==> src/rtl/asr_seq_pkg.sv <==
// Shared types and constants for the async set/reset init sequencer:
// state encoding, default sizing and the phase-counter width helper.
package asr_seq_pkg;

    localparam int ASR_DEF_WIDTH     = 8;
    localparam int ASR_DEF_PULSE_CYC = 2;
    localparam int ASR_DEF_RECOV_CYC = 3;

    typedef enum logic [1:0] {
        ST_RUN   = 2'd0,
        ST_GATE  = 2'd1,
        ST_PULSE = 2'd2,
        ST_RECOV = 2'd3
    } asr_state_t;

    // Wide enough to hold the longer of the two timed phases.
    function automatic int asr_cnt_width(input int pulse_cyc, input int recov_cyc);
        int max_cyc;
        max_cyc = (pulse_cyc > recov_cyc) ? pulse_cyc : recov_cyc;
        return $clog2(max_cyc + 1);
    endfunction

endpackage

==> src/rtl/asr_seq_cnt.sv <==
// Loadable down-counter that saturates at zero; zero flags that the
// current cycle is the last one of a timed phase.
module asr_seq_cnt #(
    parameter int CW = 2
) (
    input  logic          CLK,
    input  logic          ld,
    input  logic [CW-1:0] ld_val,
    output logic          zero
);

    logic [CW-1:0] cnt_reg;
    logic [CW-1:0] cnt_next;

    always_comb begin
        cnt_next = cnt_reg;
        if (ld) begin
            cnt_next = ld_val;
        end else if (cnt_reg != '0) begin
            cnt_next = cnt_reg - CW'(1);
        end
    end

    // No reset of its own: the parent loads the pulse length while in reset.
    always_ff @(posedge CLK) begin
        cnt_reg <= cnt_next;
    end

    // A phase loaded with N spends N cycles at values N..1.
    assign zero = (cnt_reg <= CW'(1));

endmodule

==> src/rtl/asr_init_seq.sv <==
// Sequencer that gates the clock, pulses async set/reset pins to a captured
// pattern, waits out recovery and re-enables the bank. ERR logic exists only
// when ASR_INIT_SEQ_ERR_EN is defined.
module asr_init_seq
    import asr_seq_pkg::*;
#(
    parameter int WIDTH     = ASR_DEF_WIDTH,
    parameter int PULSE_CYC = ASR_DEF_PULSE_CYC,
    parameter int RECOV_CYC = ASR_DEF_RECOV_CYC
) (
    input  logic             CLK,
    input  logic             RST,
    input  logic             REQ,
    input  logic [WIDTH-1:0] PAT,
    output logic             ACK,
    output logic [WIDTH-1:0] RSTB_O,
    output logic [WIDTH-1:0] SETB_O,
    output logic             CKEN,
    output logic             BUSY,
    output logic             DONE,
    output logic             ERR
);

    localparam int CW = asr_cnt_width(PULSE_CYC, RECOV_CYC);

    generate
        if (PULSE_CYC < 1) begin : g_bad_pulse
            $error("asr_init_seq: PULSE_CYC must be at least 1");
        end
        if (RECOV_CYC < 1) begin : g_bad_recov
            $error("asr_init_seq: RECOV_CYC must be at least 1");
        end
    endgenerate

    asr_state_t       state_reg, state_next;
    logic [WIDTH-1:0] pat_reg, pat_next;
    logic             accept;
    logic             cnt_ld;
    logic [CW-1:0]    cnt_ld_val;
    logic             cnt_zero;

    logic             ack_reg, ack_next;
    logic [WIDTH-1:0] rstb_reg, rstb_next;
    logic [WIDTH-1:0] setb_reg, setb_next;
    logic             cken_reg, cken_next;
    logic             busy_reg, busy_next;
    logic             done_reg, done_next;
    logic             in_pulse_next;

    // Reset parks the FSM in PULSE with a full count, so release continues
    // straight into the remaining clear cycles.
    asr_seq_cnt #(.CW(CW)) u_cnt (
        .CLK    (CLK),
        .ld     (cnt_ld),
        .ld_val (cnt_ld_val),
        .zero   (cnt_zero)
    );

    assign accept = (state_reg == ST_RUN) && REQ;

    always_ff @(posedge CLK) begin
        if (RST) begin
            state_reg <= ST_PULSE;
            pat_reg   <= '0;
            ack_reg   <= 1'b0;
            rstb_reg  <= '0;
            setb_reg  <= '1;
            cken_reg  <= 1'b0;
            busy_reg  <= 1'b1;
            done_reg  <= 1'b0;
        end else begin
            state_reg <= state_next;
            pat_reg   <= pat_next;
            ack_reg   <= ack_next;
            rstb_reg  <= rstb_next;
            setb_reg  <= setb_next;
            cken_reg  <= cken_next;
            busy_reg  <= busy_next;
            done_reg  <= done_next;
        end
    end

    always_comb begin
        state_next = state_reg;
        pat_next   = accept ? PAT : pat_reg;
        cnt_ld     = RST;
        cnt_ld_val = CW'(PULSE_CYC);
        case (state_reg)
            ST_RUN: begin
                if (REQ) begin
                    state_next = ST_GATE;
                end
            end
            ST_GATE: begin
                state_next = ST_PULSE;
                cnt_ld     = 1'b1;
            end
            ST_PULSE: begin
                if (cnt_zero) begin
                    state_next = ST_RECOV;
                    cnt_ld     = 1'b1;
                    cnt_ld_val = RST ? CW'(PULSE_CYC) : CW'(RECOV_CYC);
                end
            end
            ST_RECOV: begin
                if (cnt_zero) begin
                    state_next = ST_RUN;
                end
            end
            default: state_next = ST_PULSE;
        endcase
    end

    // Outputs are decoded from the next state and registered, so every
    // output pin comes straight off a flop.
    always_comb begin
        ack_next      = accept;
        cken_next     = (state_next == ST_RUN);
        busy_next     = (state_next != ST_RUN);
        done_next     = (state_reg == ST_RECOV) && (state_next == ST_RUN);
        in_pulse_next = (state_next == ST_PULSE);
    end

    genvar gi;
    generate
        for (gi = 0; gi < WIDTH; gi++) begin : g_pin
            assign rstb_next[gi] = in_pulse_next ? pat_next[gi]  : 1'b1;
            assign setb_next[gi] = in_pulse_next ? ~pat_next[gi] : 1'b1;
        end
    endgenerate

`ifdef ASR_INIT_SEQ_ERR_EN
    logic err_reg;

    always_ff @(posedge CLK) begin
        if (RST) begin
            err_reg <= 1'b0;
        end else if (REQ && busy_reg) begin
            err_reg <= 1'b1;
        end
    end

    assign ERR = err_reg;
`else
    assign ERR = 1'b0;
`endif

    assign ACK    = ack_reg;
    assign RSTB_O = rstb_reg;
    assign SETB_O = setb_reg;
    assign CKEN   = cken_reg;
    assign BUSY   = busy_reg;
    assign DONE   = done_reg;

endmodule

==> config.mk <==
export PLATFORM = sky130hd
export DESIGN_NAME = asr_init_seq
export DESIGN_NICKNAME = d
export VERILOG_FILES = /design/src/rtl/asr_seq_pkg.sv /design/src/rtl/asr_seq_cnt.sv /design/src/rtl/asr_init_seq.sv
export SDC_FILE = /design/constraint.sdc
export NUM_CORES = 1
export LEC_CHECK = 0
export CAP_MARGIN = 10
export CORE_UTILIZATION = 44
export DETAILED_ROUTE_END_ITERATION = 6
export PLACE_DENSITY_LB_ADDON = 0.3
export SLEW_MARGIN = 25
export SYNTH_ARGS = -nofsm -noshare
export SYNTH_HDL_FRONTEND = slang
export SYNTH_SLANG_ARGS = --single-unit
==> constraint.sdc <==
create_clock -name CLK -period 1.7 [get_ports CLK]
set_input_delay 0.17 -clock CLK [delete_from_list [all_inputs] [get_ports CLK]]
set_output_delay 0.17 -clock CLK [all_outputs]
set_load 0.02 [all_outputs]
==> impl_metrics.tcl <==
set metrics [dict create \
    hold_class "in -> reg" \
    port_buffers 30 \
    synth_edf_count 2 \
    endpoint_kind "flip-flop" \
    grt_pass1_wl_mm 4.58 \
    powerDensity_mw_per_mm2 2040 \
    wl_per_cell_um 12.9 \
    ir_drop_mv 1.11 \
    status "complete, no violations" \
    synthTopCellsByCount "dfxtp_1 (30), inv_1 (14), and3_1 (9)" \
    drv_cap 0 \
    m1WireLength_mm 1.24 \
    route.detailed.drc 0 \
    grtUsageTotal_pct 18.2 \
    tns_ns 0 \
    top_layer_used "met4" \
    yosys.area.top_type "dfxtp_1" \
    post-place-ws_ns 0.00432 \
    clock_latency_ns 0.33 \
    layout.nets 186 \
    layout_min_cycle_time_ns 1.59 \
    worstPathRequired_ns 1.94 \
    startpoint_type "flip-flop" \
    synth.top_cell.area_share_pct 43.2 \
    ctsHtreeMaxLevel 2 \
    async_flop_share_pct 0 \
    die_area_mm2 0.00339 \
    final_hold_viol_count 0 \
    fill_cells 257 \
    netlist_instances 127 \
    dp_hpwl_mm 2.05 \
    cp_max_fo 12 \
    yosysWarnings 0 \
    path_buf_inv 2 \
    synth_flop_cell "dfxtp_1" \
    antenna_found_initial 0 \
    ff_latch_area_um2 663 \
    worstPathArrival_ns 1.83 \
    synth_fp_nets 145 \
    vias 1033 \
    synth.area.top_cells "dfxtp_1 (43%), o211ai_2 (7.2%), ha_1 (6.3%)" \
    ios 32 \
    initial_utilization_pct 46.0 \
    cts_buffers 5 \
    drv_slew 0 \
    post_cts_buffers 0 \
    wirelength_mm 2.76 \
    critPathSlowestCell "dfxtp_2" \
    drtIter0Drc 56 \
    leakagePower_nw 0.850 \
    synth_area_mm2 0.00139 \
    holdBufCountCts 0 \
    synth_cell_types 33 \
    fin_skew_ns 0.00512 \
    core_area_mm2 0.00303 \
    synth.most_common_cell "dfxtp_1" \
    grt_max_degree 18 \
    ant_nets 0 \
    max_freq_ghz 0.630 \
    grt_overflow_total 0 \
    drtPass1Iterations 4 \
    path_clk_slew_ns 0.10 \
    grt_setup_unrepaired "false" \
    setup_ws_ns 0.113 \
    clockBufferDepth 2 \
    wl_met2_mm 1.38 \
    ys_seq_elements 32 \
    layout-drive-gt1-share_pct 23.1 \
    cts_tree "built" \
    row_count 20 \
    finalCritPeriodShare_pct 93.3 \
    crit_family "compound AO/OA/AOI/OAI gates" \
    crit_path_max_incr_delay_ns 0.37 \
    insertedDiodeCount 0 \
    fp.dieW_um 58.2 \
    wl_met3_um 107 \
    path_cells "inv_1 -> ha_1 -> a21oi_2 -> a41oi_2 -> buf_12 -> a211oi_1" \
    root_buffer "clkbuf_4" \
    ys_seq_area_share_pct 47.5 \
    critPathKind "reg -> reg" \
    syn_to_final_growth_pct 36.1 \
    post_synth.cell_area_avg_um2 11.0 \
    via_per_inst 4.85 \
    multiInputGateArea_um2 638 \
    setup_viol 0 \
    dieHeight_um 58.2 \
    grt_pass1_vias 1002 \
    cts.sinks 32 \
    place_congestion 0.912 \
]
## worst min-delay path: stages
cell and delay (ns):
clkdlybuf4s50_1 0.45, and3_1 0.14, o21ai_1 0.09, o211ai_2 0.07
## power breakdown
| group | internal, mW | total (mW) | switching (mW) |
|---|---|---|---|
| combinational | 1.05 | 2.29 | 1.23 |
| sequential | 1.00 | 1.08 | 0.0815 |
| clock | 0.249 | 0.500 | 0.251 |
| total | 2.30 | 3.87 | 1.56 |
## kinds of logic after synthesis
group,count (synthesis),synth area share (%)
DFF,32,47.5
adders and majority gates,7,6.29
buffers and inverters,20,7.46
and+or+nand+nor,20,9.17
AOI/OAI and AO/OA,47,29.3
other,1,0.270
## final timing paths
check | from | end | slack, ns | cells after the start
worst max-delay path | state_reg[0] | DONE | 0.11 | 6
worst min-delay path | PAT[3] | RSTB_O[3] | 0.62 | 4
worst max register to register | state_reg[0] | DONE | 0.11 | 6
worst min register to register | pat_reg[1] | RSTB_O[1] | 0.67 | 3
## final cells by class
| cell class | count | area share [%] |
|---|---|---|
| sequential | 32 | 35.0 |
| tap | 44 | 2.91 |
| timing repair buffer | 40 | 21.8 |
| clock inverter | 1 | 0.264 |
| clock buffer | 7 | 3.50 |
| inverter | 14 | 2.78 |
| multi-input combinational | 75 | 33.7 |
## cell usage in the layout, fill, tap and decap left out, types with 2 or more instances in the layout
master and n:
o211ai_2 8, ha_1 6, o21ai_0 2, nor2_1 3, o211ai_1 8, dfxtp_1 28
and3_1 9, dfxtp_2 2, edfxtp_1 2, buf_4 7, a21oi_2 3, clkdlybuf4s50_1 30
buf_12 3, clkbuf_4 5, o21ai_1 9, a21boi_0 8, inv_1 14
## metal layers
| metal | up-vias | GRT usage (%) |
|---|---|---|
| met5 | - | 0 |
| met4 | 0 | 7.48 |
| met3 | 4 | 4.69 |
| met2 | 24 | 30.0 |
| met1 | 475 | 22.5 |
| li1 | 530 | - |
## metrics by stage
step / utilization [%] / hold slack, ns / area [um^2] / power [mW] / cells
floorplan: - / 0.390 / 1390 / 2.54 / 127
global placement: 59.7 / 0.629 / 1810 / 3.27 / 205
detailed placement: 59.7 / 0.646 / 1810 / 3.35 / 205
CTS: 62.1 / 0.607 / 1880 / 3.86 / 213
global route: 62.5 / 0.642 / 1890 / 4.11 / 213
finish: 62.5 / 0.619 / 1890 / 3.87 / 213
## timing repair
item / 4_1_cts / 5_1_grt
cloned: 0 / 0
endpoints found under the setup margin: 2 / 23
gates resized for setup: 1 / 5
Power figures use the tool's default switching activity.
==> edit 1: new RTL, config.mk and constraints unchanged <==
Change the package constant `ASR_DEF_RECOV_CYC` from 3 to 6.
--- a/src/rtl/asr_seq_pkg.sv
+++ b/src/rtl/asr_seq_pkg.sv
@@ -4,7 +4,7 @@
 
     localparam int ASR_DEF_WIDTH     = 8;
     localparam int ASR_DEF_PULSE_CYC = 2;
-    localparam int ASR_DEF_RECOV_CYC = 3;
+    localparam int ASR_DEF_RECOV_CYC = 6;
 
     typedef enum logic [1:0] {
         ST_RUN   = 2'd0,
Behaviour: not the same (a bounded check fails within 10 cycles, from zero or initial values and one cycle with RST high).
==> edit 1 against the unedited design <==
  * The run now ends with DRC left
  * Final area rose by 3.5%
  * Synthesized area decreased by 2.9%
  * Routed wire length grew 10%
  * Total power down 1.3%
  * Maximum frequency decreased by 3.9%
  * Sequential share of layout area rose by 0.47 points
  * Clock power decreased by 17%
  * Sequential cell count increased by 1
  * Setup slack worse by 65 ps
  * Critical path type unchanged
  * Critical endpoint is now state_reg[1]$_SDFF_PP1_
==> edit 1: results (changes against the unedited design) <==
status finished, violations left (was complete, no violations); failing checks DRC; Combinational Power Share 59.4% (was 59.1%); layout cells sized above 1 29.1% (was 23.1%); switching power share of the total 41.9% (was 40.4%); first-pass GRT wire length 4.77 mm (was 4.58 mm); CP peak stage delay 420 ps (was 370 ps); Cell Pwr Density 1950 mW/mm^2 (was 2040 mW/mm^2); total wire length 3.04 mm (was 2.76 mm); vias in the first global route 1060 (was 1002); Area after DPL 0.00173 sq mm (was 0.00181 sq mm); Worst R2R Path Depth 7 (was 6); grt met3 use 6.80% (was 4.69%); RePlAce Congestion 0.860 (was 0.912); largest net degree at the start of global routing 17 (was 18); post-place setup slack -71.3 ps (was 4.32 ps); DRC violations left 4 (was 0); hold_sp PAT[0] (was PAT[3]); Initial DRT Pass Iterations 6 (was 4); critical path data arrival time 1880 ps (was 1830 ps); Hold Path Sink pat_reg[0]$_SDFF_PP0_ (was RSTB_O[3]$_SDFF_PP0_); crit share post-route 97.1% (was 93.3%); Layout Skew 12.7 ps (was 5.12 ps); fin nets 190 (was 186); Reg-to-Reg Start u_cnt.cnt_reg[1]$_SDFFCE_PP1P_ (was state_reg[0]$_SDFF_PP0_); most frequent cells after synthesis dfxtp_1 (30), nand3_1 (12), nor2_1 (10), ha_1 (8), inv_1 (7) (was dfxtp_1 (30), inv_1 (14), and3_1 (9)); hold_ws 497 ps (was 619 ps); Seq/Total Area, Yosys 51.1% (was 47.5%); Peak VDD IR 0.945 mV (was 1.11 mV); Total GRT Usage 19.4% (was 18.2%); Synth cell types 37 (was 33); Vias/cell 5.37 (was 4.85); Synthesized Nets 143 (was 145); Post-CTS Resized 5 (was 1); vias 1091 (was 1033); Global Route met1 Usage 24.4% (was 22.5%); met2 usage 31.4% (was 30.0%); Top delay family on crit path flip-flops (was compound AO/OA/AOI/OAI gates); Leak 0.791 nW (was 0.850 nW); Post-synth EDFFs 3 (was 2); Hold Path Depth 3 (was 4); routed length on met3 223 um (was 107 um); H-tree depth 2 (unchanged); clock share of power 10.9% (was 12.9%); Initial DRC Count 23 (was 56); WL met1 1.29 mm (was 1.24 mm); wire length on met2 1.47 mm (was 1.38 mm); R2R Setup Slk 50 ps (was 110 ps); half-perimeter wire length after placement 2.01 mm (was 2.05 mm)
-- edit 1: cell count changes in the layout (fill, tap and decap cells not counted), moves of 5 or more --
cell	unedited run	this run
and3_1	9	0
o211ai_2	8	1
inv_1	14	4
a21boi_0	8	0
mux2i_1	0	5
nand3_1	0	12
o21ai_1	9	0
nor2_1	3	8
o211ai_1	8	0
-- edit 1: cells by family after synthesis --
| family | Yosys count | synth area share (%) |
|---|---|---|
| AOI/OAI and AO/OA | 20 | 13.7 |
| xor gates and xnor gates | 1 | 0.648 |
| adders and majority gates | 8 | 7.41 |
| buffers and inverters | 12 | 4.81 |
| DFF | 33 | 51.1 |
| muxes | 5 | 3.70 |
| other | 1 | 0.278 |
| and+or+nand+nor | 44 | 18.3 |
-- edit 1: cell type report --
cell class | count | area (sq um)
Sequential cell | 33 | 696
Inverter | 7 | 26.3
Timing Repair Buffer | 43 | 405
Tap cell | 31 | 38.8
Clock buffer | 6 | 41.3
Multi-Input combinational cell | 81 | 742
Fill cell | 199 | 870
Clock inverter | 2 | 10.0
==> edit 2: new RTL, same flow settings <==
Made on the original files. The 4 states of `asr_state_t` get a one-hot encoding in 4 bits.
--- a/src/rtl/asr_seq_pkg.sv
+++ b/src/rtl/asr_seq_pkg.sv
@@ -6,11 +6,11 @@
     localparam int ASR_DEF_PULSE_CYC = 2;
     localparam int ASR_DEF_RECOV_CYC = 3;
 
-    typedef enum logic [1:0] {
-        ST_RUN   = 2'd0,
-        ST_GATE  = 2'd1,
-        ST_PULSE = 2'd2,
-        ST_RECOV = 2'd3
+    typedef enum logic [3:0] {
+        ST_RUN   = 4'b0001,
+        ST_GATE  = 4'b0010,
+        ST_PULSE = 4'b0100,
+        ST_RECOV = 4'b1000
     } asr_state_t;
 
     // Wide enough to hold the longer of the two timed phases.
Formal check against the unedited RTL: no difference found for any inputs over 10 cycles, from zero or initial values and one cycle with RST high; not proved beyond that.
==> edit 2 against the unedited design <==
  * Sequential cell count is 2 higher
  * Final area is 2.7% lower
  * Synthesized area is 3.8% higher
  * Non-clock buffer count is 3 lower
  * Setup slack better by 48 ps
  * Routed wire length is 2.4% higher
  * Worst hold slack worse by 150 ps
  * Synthesized cell count is 12% higher
Power is not compared: it rests on default switching activity, and its combinational part moved more than twofold at a synthesized area within 25%.
==> edit 2: results (changes against the unedited design) <==
CTS sink cnt 34 (was 32); invs w/o clock 3 (was 14); largest net degree at the start of global routing 25 (was 18); Post-CTS Resized 0 (was 1); vias in the first global route 1051 (was 1002); Initial DRC Count 47 (was 56); clkbuf count 8 (was 7); post-route ant nets 0 (unchanged); fraction of registers with async set/reset 0% (unchanged); slowest CP cell dfxtp_1 (was dfxtp_2); Synth cell types 35 (was 33); initial antenna violation count 0 (unchanged); hold_ws 474 ps (was 619 ps); Reg-to-Reg Start state_reg[3]$_SDFF_PP0_ (was state_reg[0]$_SDFF_PP0_); Top delay family on crit path simple AND/OR/NAND/NOR gates (was compound AO/OA/AOI/OAI gates); half-perimeter wire length after placement 1.98 mm (was 2.05 mm); Synthesized Nets 154 (was 145); Vias/cell 5.21 (was 4.85); Hold Path Sink pat_reg[1]$_SDFF_PP0_ (was RSTB_O[3]$_SDFF_PP0_); Root Driver clkbuf_4 (unchanged); most frequent cells after synthesis dfxtp_1 (32), o21ai_0 (11), a21boi_0 (9) (was dfxtp_1 (30), inv_1 (14), and3_1 (9)); RePlAce Congestion 0.700 (was 0.912); R2R Setup Slk 160 ps (was 110 ps); Non-clock buffer share 19.2% (was 21.8%); critical path data arrival time 1720 ps (was 1830 ps); post-place setup slack 125 ps (was 4.32 ps); Adder-Cell Fraction of Synth Area 0.867% (was 6.29%); layout cells sized above 1 12.1% (was 23.1%); Multi-In Gates 91 (was 75); Compound-Gate Fraction of Synth Area 20.2% (was 29.3%); first-pass GRT wire length 4.77 mm (was 4.58 mm); Initial DRT Pass Iterations 4 (unchanged); status complete, no violations (unchanged); Total GRT Usage 18.4% (was 18.2%); multi-input logic area 643 sq um (was 638 sq um); hold_sp PAT[1] (was PAT[3]); Reg area 701 sq um (was 663 sq um); reg-to-reg endpoint RSTB_O[2]$_SDFF_PP0_ (was DONE$_SDFF_PP0_); Worst R2R Path Depth 5 (was 6); post-synthesis mux area share 0% (unchanged); Power, Total 2.14 mW; Seq/Total Area, Yosys 48.5% (was 47.5%); CP peak stage delay 420 ps (was 370 ps); fin nets 184 (was 186); XOR/XNOR share of the synthesized area 0.607% (was 0%); Reg power frac about 48%; Hold Path Depth 3 (was 4); synth top area cells dfxtp_1 (44%), nand4b_1 (4.9%), a21boi_0 (4.7%), edfxtp_1 (4.2%), o21ai_0 (3.8%) (was dfxtp_1 (43%), o211ai_2 (7.2%), ha_1 (6.3%), a21boi_0 (4.3%), edfxtp_1 (4.3%)); total wire length 2.82 mm (was 2.76 mm); Layout Skew 11.9 ps (was 5.12 ps); Fill cells 280 (was 257)
[edit 2: cell count changes after synthesis, moves of 3 or more]
cell and change:
nand3b_1 +3, nor2b_1 +3, nand2b_1 +7, ha_1 -6
o21ai_0 +8, clkbuf_1 +5, buf_4 +4, nand4b_1 +8
inv_1 -11, nor2_1 +3, o211ai_2 -5
[edit 2: per-stage QoR]
stage | cells | area (sq um)
floorplan | 142 | 1440
global placement | 209 | 1760
detailed placement | 209 | 1760
CTS | 217 | 1840
global route | 217 | 1840
finish | 217 | 1840
[edit 2: layer usage]
| metal | up-vias | wire (um) | track usage, % | share of wire [%] |
|---|---|---|---|---|
| li1 | 564 | - | - | - |
| met1 | 539 | 1320 | 22.9 | 47 |
| met2 | 22 | 1350 | 29.2 | 48 |
| met3 | 5 | 106 | 5.02 | 3.8 |
| met4 | 0 | 47 | 9.18 | 1.7 |
| met5 | - | 0 | 0 | 0 |
[edit 2: tightest hold or removal path, stage by stage]
cell	delay, ps
clkdlybuf4s50_1	410
nand4b_1	110
o21ai_1	70
[edit 2: worst max-delay path by stage]
stage | start | endpoint | slack, ps | cells past startpoint
floorplan | state_reg[1]$_SDFF_PP0_ | RSTB_O[6]$_SDFF_PP0_ | 370 | 6
global placement | RST | RSTB_O[7]$_SDFF_PP0_ | 190 | 4
detailed placement | RST | RSTB_O[6]$_SDFF_PP0_ | 130 | 4
CTS | state_reg[3]$_SDFF_PP0_ | RSTB_O[0]$_SDFF_PP0_ | 150 | 5
global route | state_reg[3]$_SDFF_PP0_ | RSTB_O[1]$_SDFF_PP0_ | 60 | 5
finish | state_reg[3]$_SDFF_PP0_ | RSTB_O[2]$_SDFF_PP0_ | 160 | 5
